==> src/rtl/udp_tx_scheduler.sv <==
// rtl/udp_tx_scheduler.sv - round-robin UDP TX scheduler: 8-byte header generation plus payload streaming
// Optional UDP_TX_FIXED_PRIO_EN: requester 0 always wins arbitration, the rest share round-robin.
module udp_tx_scheduler #(
    parameter int NREQ    = 4,
    parameter int MAX_LEN = 1472
) (
    input  logic                 clock,
    input  logic                 sclr_n,
    input  logic [15:0]          BOARD_PORT,
    input  logic [NREQ-1:0]      req,
    input  logic [NREQ*16-1:0]   req_len,
    input  logic [NREQ*16-1:0]   req_dst_port,
    input  logic [NREQ*8-1:0]    req_data,
    output logic [NREQ-1:0]      gnt,
    output logic [NREQ-1:0]      data_rd,
    input  logic                 tx_ready,
    output logic [7:0]           dataout,
    output logic                 dataen,
    output logic                 sop,
    output logic                 eop
);
    localparam int PW = $clog2(NREQ);
`ifdef UDP_TX_FIXED_PRIO_EN
    localparam bit FIXED = 1'b1;
`else
    localparam bit FIXED = 1'b0;
`endif

    typedef enum logic [2:0] {S_IDLE, S_ARB, S_HDR, S_PAY, S_GAP} state_t;
    state_t state, state_nxt;

    logic [PW-1:0] ptr, gidx, win_idx;
    logic          win_found;
    logic [15:0]   len_r, dst_r, cnt, len_sel, dst_sel, len_clip;
    logic [7:0]    pay_byte, nxt_byte;
    logic          adv, nxt_sop, nxt_eop;

    // First set request at or after the pointer; with fixed priority channel 0 is
    // excluded from the rotation and overrides it instead.
    always_comb begin
        int          idx;
        logic [PW-1:0] i_n;
        win_found = 1'b0;
        win_idx   = '0;
        idx       = 0;
        i_n       = '0;
        for (int k = 0; k < NREQ; k++) begin
            idx = (int'(ptr) + k) % NREQ;
            i_n = PW'(idx);
            if (!win_found && req[i_n] && (idx != 0 || !FIXED)) begin
                win_found = 1'b1;
                win_idx   = i_n;
            end
        end
        if (FIXED && req[0]) begin
            win_found = 1'b1;
            win_idx   = '0;
        end
    end

    always_comb begin
        len_sel  = '0;
        dst_sel  = '0;
        pay_byte = '0;
        for (int i = 0; i < NREQ; i++) begin
            if (PW'(i) == win_idx) begin
                len_sel = req_len[i*16 +: 16];
                dst_sel = req_dst_port[i*16 +: 16];
            end
            if (PW'(i) == gidx)
                pay_byte = req_data[i*8 +: 8];
        end
    end

    assign len_clip = (len_sel > 16'(MAX_LEN)) ? 16'(MAX_LEN) : len_sel;

    always_ff @(posedge clock) begin
        if (!sclr_n)
            state <= S_IDLE;
        else
            state <= state_nxt;
    end

    always_comb begin
        state_nxt = state;
        case (state)
            S_IDLE: if (win_found) state_nxt = S_ARB;
            S_ARB:  state_nxt = S_HDR;
            S_HDR:  if (tx_ready && cnt == 16'd7)
                        state_nxt = (len_r == 16'd0) ? S_GAP : S_PAY;
            S_PAY:  if (tx_ready && cnt == len_r - 16'd1) state_nxt = S_GAP;
            S_GAP:  state_nxt = S_IDLE;
            default: state_nxt = S_IDLE;
        endcase
    end

    always_comb begin
        adv      = 1'b0;
        data_rd  = '0;
        nxt_byte = 8'h00;
        nxt_sop  = 1'b0;
        nxt_eop  = 1'b0;
        if (state == S_HDR) begin
            adv     = tx_ready;
            nxt_sop = (cnt == 16'd0);
            nxt_eop = (cnt == 16'd7) && (len_r == 16'd0);
            case (cnt[2:0])
                3'd0:    nxt_byte = BOARD_PORT[15:8];
                3'd1:    nxt_byte = BOARD_PORT[7:0];
                3'd2:    nxt_byte = dst_r[15:8];
                3'd3:    nxt_byte = dst_r[7:0];
                3'd4:    nxt_byte = 8'((len_r + 16'd8) >> 8);
                3'd5:    nxt_byte = 8'(len_r + 16'd8);
                default: nxt_byte = 8'h00;
            endcase
        end else if (state == S_PAY) begin
            adv      = tx_ready;
            nxt_byte = pay_byte;
            nxt_eop  = (cnt == len_r - 16'd1);
            if (tx_ready)
                data_rd = gnt;
        end
    end

    always_ff @(posedge clock) begin
        if (!sclr_n) begin
            gnt     <= '0;
            gidx    <= '0;
            ptr     <= '0;
            len_r   <= '0;
            dst_r   <= '0;
            cnt     <= '0;
            dataout <= 8'h00;
            dataen  <= 1'b0;
            sop     <= 1'b0;
            eop     <= 1'b0;
        end else begin
            dataen <= adv;
            sop    <= adv && nxt_sop;
            eop    <= adv && nxt_eop;
            if (adv)
                dataout <= nxt_byte;
            case (state)
                S_IDLE: if (win_found) begin
                    gnt   <= NREQ'(1) << win_idx;
                    gidx  <= win_idx;
                    len_r <= len_clip;
                    dst_r <= dst_sel;
                    cnt   <= '0;
                end
                S_HDR: if (tx_ready) cnt <= (cnt == 16'd7) ? 16'd0 : cnt + 16'd1;
                S_PAY: if (tx_ready) cnt <= cnt + 16'd1;
                S_GAP: begin
                    gnt <= '0;
                    if (!(FIXED && gidx == '0))
                        ptr <= (gidx == PW'(NREQ - 1)) ? '0 : gidx + 1'b1;
                end
                default: ;
            endcase
        end
    end
endmodule

==> config.mk <==
export PLATFORM = sky130hd
export DESIGN_NAME = udp_tx_scheduler
export DESIGN_NICKNAME = d
export VERILOG_FILES = /design/src/rtl/udp_tx_scheduler.sv
export SDC_FILE = /design/constraint.sdc
export NUM_CORES = 1
export LEC_CHECK = 0
export ABC_AREA = 0
export CAP_MARGIN = 15
export CORE_UTILIZATION = 25
export CTS_CLUSTER_DIAMETER = 80
export DETAILED_ROUTE_END_ITERATION = 7
export HOLD_SLACK_MARGIN = 0.15
export PLACE_DENSITY_LB_ADDON = 0.08
export SLEW_MARGIN = 10
export SYNTH_ARGS = -nofsm -noshare
export SYNTH_HDL_FRONTEND = slang
export SYNTH_SLANG_ARGS = --single-unit
==> constraint.sdc <==
create_clock -name clock -period 6.4 [get_ports clock]
set_input_delay 1.28 -clock clock [delete_from_list [all_inputs] [get_ports clock]]
set_output_delay 1.28 -clock clock [all_outputs]
set_load 0.01 [all_outputs]
## Word level (Yosys, flattened, before mapping)

Index checks and enable logic that the tools add are counted.

- Equal/unequal tests: 23
- $add $sub $neg: 7
- Reduce and logical (&&, ||, !) cells: 23
- Magnitude comparators: 5
- Div/mod/pow operators: 0
- Multipliers: 0
- Bitwise gates (word level): 0
- Shift-type cells: 1
- Muxes and demuxes: 53

Operator list:

| kind | count |
|---|---|
| $mux 16 | 13 |
| $mux 8 | 6 |
| $pmux 16 s3 | 1 |
| $pmux 8 s6 | 1 |
| $logic_not 16->1 | 2 |
| $add 16x1->16 const B | 1 |
| $add 16x4->16 const B | 1 |
| $eq 16x16->1 | 1 |
| $eq 16x3->1 const B | 1 |
| $gt 16x11->1 const B | 1 |
| $mux 4 | 4 |
| $sub 16x1->16 const B | 1 |
| $mux 1 | 13 |
| $eq 3x2->1 const B | 4 |
| $lt 2x3->1 const B | 4 |
| $mux 3 | 4 |
| $pmux 3 s4 | 1 |
| $mux 2 | 5 |
| $ne 2x2->1 const B | 5 |
| $eq 3x3->1 const B | 3 |
| $bmux 1 s2 | 4 |
| $eq 2x2->1 const A | 4 |
| $logic_and 1x1->1 | 8 |
| $pmux 4 s2 | 1 |
| other kinds (14) | 23 |

- Output and inout bits: 19
- Memory bits (read-only): 0
- Memory bits (writable): 0
- Logic and storage cells: 123
- Memories: 0
- Bits in registers: 70
- Bits in latches: 0
- Bits of input ports: 183

## Depth between registers and ports, before layout

- Depth after elaboration: 19
- Depth in mapped cells: 11
- Gate-level depth less buffers: 9

## Worst setup path before layout

Ideal clock, no wire load.

- Path type: input-to-reg
- Start: input port req[2]
- End: register len_r[0]
- Path slack: 3.024 ns
- Arrival time: 3.316 ns
- Buffers on the path: 0
- Library setup time: 0.060 ns
- Stages on the path: 7
- Data required time: 6.340 ns
- Cells stage by stage: mux2i_1 nor2_1 a311oi_4 mux4_2 and4_4 a2111oi_4 a22o_1

- Cells in the longest elaborated chain, start to end: 19
- Elaborated cells between the ends (all ways): 33
- Classes of those cells: 1 x order compare; 3 x eq/ne; 21 x mux; 8 x reduce/logical

RTL lines:

| item | line | source |
|---|---|---|
| start: declaration | 10 | `input logic [NREQ-1:0] req,` |
| $bmux 1 s2 | 50 | `if (!win_found && req[i_n] && (idx != 0 \|\| !FIXED)) begin` |
| $mux 1 (implied by the code) | 50 |  |
| $mux 1 | 50 |  |
| $logic_not 1->1 | 50 |  |
| $logic_and 1x1->1 | 50 |  |
| $mux 1 | 50 |  |
| $logic_not 1->1 | 50 |  |
| $logic_and 1x1->1 | 50 |  |
| $mux 1 | 50 |  |
| $logic_not 1->1 | 50 |  |
| $logic_and 1x1->1 | 50 |  |
| $mux 2 | 50 |  |
| $logic_not 2->1 | 66 | `if (PW'(i) == win_idx) begin` |
| $mux 16 (4 in series) | 66 |  |
| $gt 16x11->1 | 75 | `assign len_clip = (len_sel > 16'(MAX_LEN)) ? 16'(MAX_LEN) : len_sel;` |
| $mux 16 | 75 |  |
| end signal: assignment | 147 | `len_r <= len_clip;` |
| end: declaration | 34 | `logic [15:0] len_r, dst_r, cnt, len_sel, dst_sel, len_clip;` |

Several ways; a longest one is shown, not always the timed one. The select of a mux whose other input is x is not followed.
A chain may end at the register's enable or synchronous reset.

## Worst setup path after layout

- Start: input port req[0]
- End: register len_r[3]

The elaborated chain is that of the path after synthesis.

==> impl_metrics.ini <==
[global_route]
overflow = 0
track_usage_pct = 17.8
top_usage_layer = met2
use_met3_pct = 4.61
grt_pass1_wl_um = 29500
grt_max_degree = 45
antenna_found_initial = 1
met1_usage_pct = 22.4
use_met2_pct = 29.8
grt_pass1_vias = 5379

[die]
die_y_um = 146
num_rows = 52
die_w_um = 146
ioPinCount = 202
initial_utilization_pct = 25.5
core-area_um2 = 20200
dieArea_um2 = 21200

[timing]
tns_ns = 0
finalSetupViolCount = 0
skew_ns = 0.00723
tightest_slew_ns = 1.05
slew_viol_final = 0
grt_setup_unrepaired = no
timing.fmax_ghz = 0.245
slew_headroom_pct = 30.1
holdWs_ns = 0.500
period_share_pct = 63.8
post-route-min-period_ns = 4.08
hold_viol_final = 0

[synth]
ys_warn_count = 0
synth_top_area_share_pct = 27.1
yosys_most_used_dff = dfxtp_1
synth_edf_count = 0
avgSynthCellArea_um2 = 8.14
yosysTopAreaCell = dfxtp_1
synth.top_cells.by_area = dfxtp_1, mux2i_1, o21ai_0, nand2_1, xor2_1
synth.cell_area_um2 = 5170
syn_nets = 831
synth_seq_cells = 70
yosysSeqAreaShare_pct = 27.1
synth_cells = 635
synth_cell_type_count = 66
synthArstFlopShare_pct = 0

[clock_tree]
clock_latency_ns = 0.34
cts_root_buf = clkbuf_16
h-tree-depth = 3
path_clk_slew_ns = 0.06
hold_buffers = 0
cts_buffer_depth = 2
cts_tree = yes
cts_setup_buffers = 0
cts_resized = 0
cts-buffers-inserted = 9
clock_sinks = 70

[worst_setup_path]
rrSetupSlack_ns = 2.80
r2r-start = len_r[3]
path_max_fanout = 29
start_kind = primary input
cp.required_ns = 6.68
arrival_ns = 4.36
reg2regPathDepth = 9
endpoint_kind = register
crit_type = primary input to register
regToRegEndpoint = state[2]
crit_path_start = req[0]

[layout]
areaGrowthSynthToFinish_pct = 48.6
fill_cells = 2059
layout_common_cells = clkdlybuf4s50_1, dfxtp_1, nand2_1
num-nets-final = 997
drive_above_1_share_pct = 6.20
final_area_um2 = 7680
final_common_cell = clkdlybuf4s50_1

[status]
run_status = finished clean

[pwr]
ir_worst_vdd_v = 0.000105
cellLeakagePower_nw = 2.78
power_density_nw_per_um2 = 258

[routing]
vias = 5419
wl_per_cell_um = 17.7
viasPerCell = 5.03
initialDrtViolationCount = 284
drc = 0
firstDrtPassIters = 5
ant_nets = 0
finalWirelength_um = 19100

[min_path]
holdPathEnd = dataout[2]
holdPathStages = 1
hp-class = register to register
min-delay-start = dataout[2]

[placement]
port-buffer-count = 201
dp_hpwl_um = 15600
gp_congestion = 0.872
placed_cell_area_um2 = 7340

[flow_run]
maxCapViolCount = 0
-- cell families after synthesis --
kind of cell	Yosys count	share of synthesized area (%)
adders and majority gates	13	3.15
and+or+nand+nor	230	24.4
AOI/OAI and AO/OA	172	23.9
buffers and inverters	68	5.42
muxes	37	8.35
xor gates and xnor gates	45	7.63
DFF	70	27.1
-- sequential cells by signal, indices dropped and copies added, names as in the netlist --
signal,flops
dst_r,16
len_r,16
cnt,16
gidx,2
dataout,8
sop,1
gnt,4
dataen,1
state,3
eop,1
ptr,2
-- layer usage --
layer	vias up	part of all wire, %	routed length (um)
li1	2687	-	-
met1	2522	46	8780
met2	191	46	8840
met3	19	5.8	1110
met4	0	1.7	326
met5	-	0	0
-- Yosys cell counts, drive strengths merged (9+ instances only) --
master,number
a21oi,26
a22oi,28
a2bb2oi,16
and2,26
and3,13
buf,13
clkbuf,40
dfxtp,70
ha,13
inv,15
mux2i,27
nand2,59
nand3,13
nand4,16
nor2,33
nor2b,9
nor3,14
o21ai,46
xnor2,20
xor2,25
-- how the worst max path moves through the flow --
stage | endpoint | cells past startpoint | slack [ns]
floorplan | len_r[0] | 7 | 3.02
global placement | dst_r[7] | 8 | 1.89
detailed placement | dst_r[10] | 8 | 1.78
CTS | dst_r[10] | 8 | 2.13
global route | dst_r[3] | 9 | 2.02
finish | len_r[3] | 8 | 2.32
-- layout make-up --
type	count	area (um^2)	area share, %
antenna	1	2.50	0.0326
clock buffer	9	225	2.93
clock inverter	7	97.6	1.27
inverter	15	56.3	0.733
multi-input combinational	497	3490	45.5
sequential	70	1400	18.3
tap	270	338	4.40
timing repair buffer	208	2060	26.9
-- critical path, stage by stage --
cell and delay, ns:
clkdlybuf4s50_1 0.53, a21oi_1 0.19, o21ai_1 0.06, o2bb2a_1 0.93, mux4_2 0.49, and4_4 0.19, a2111oi_4 0.48, a22o_1 0.19
-- where the power goes --
group          total, mW  internal, mW  switching, mW
sequential         0.618         0.505          0.113
clock              0.539         0.342          0.197
combinational      0.824         0.390          0.434
-- per-stage QoR --
stage | cells | power [mW] | utilization (%) | setup WS [ns]
CTS | 1075 | 2.00 | 37.9 | 2.13
global placement | 1059 | 1.44 | 36.3 | 1.89
finish | 1077 | 1.98 | 37.9 | 2.32
global route | 1076 | 2.11 | 37.9 | 2.02
detailed placement | 1059 | 1.45 | 36.3 | 1.78
floorplan | 635 | 1.11 | - | 3.02
No activity file was read; power rests on OpenSTA's default activity.
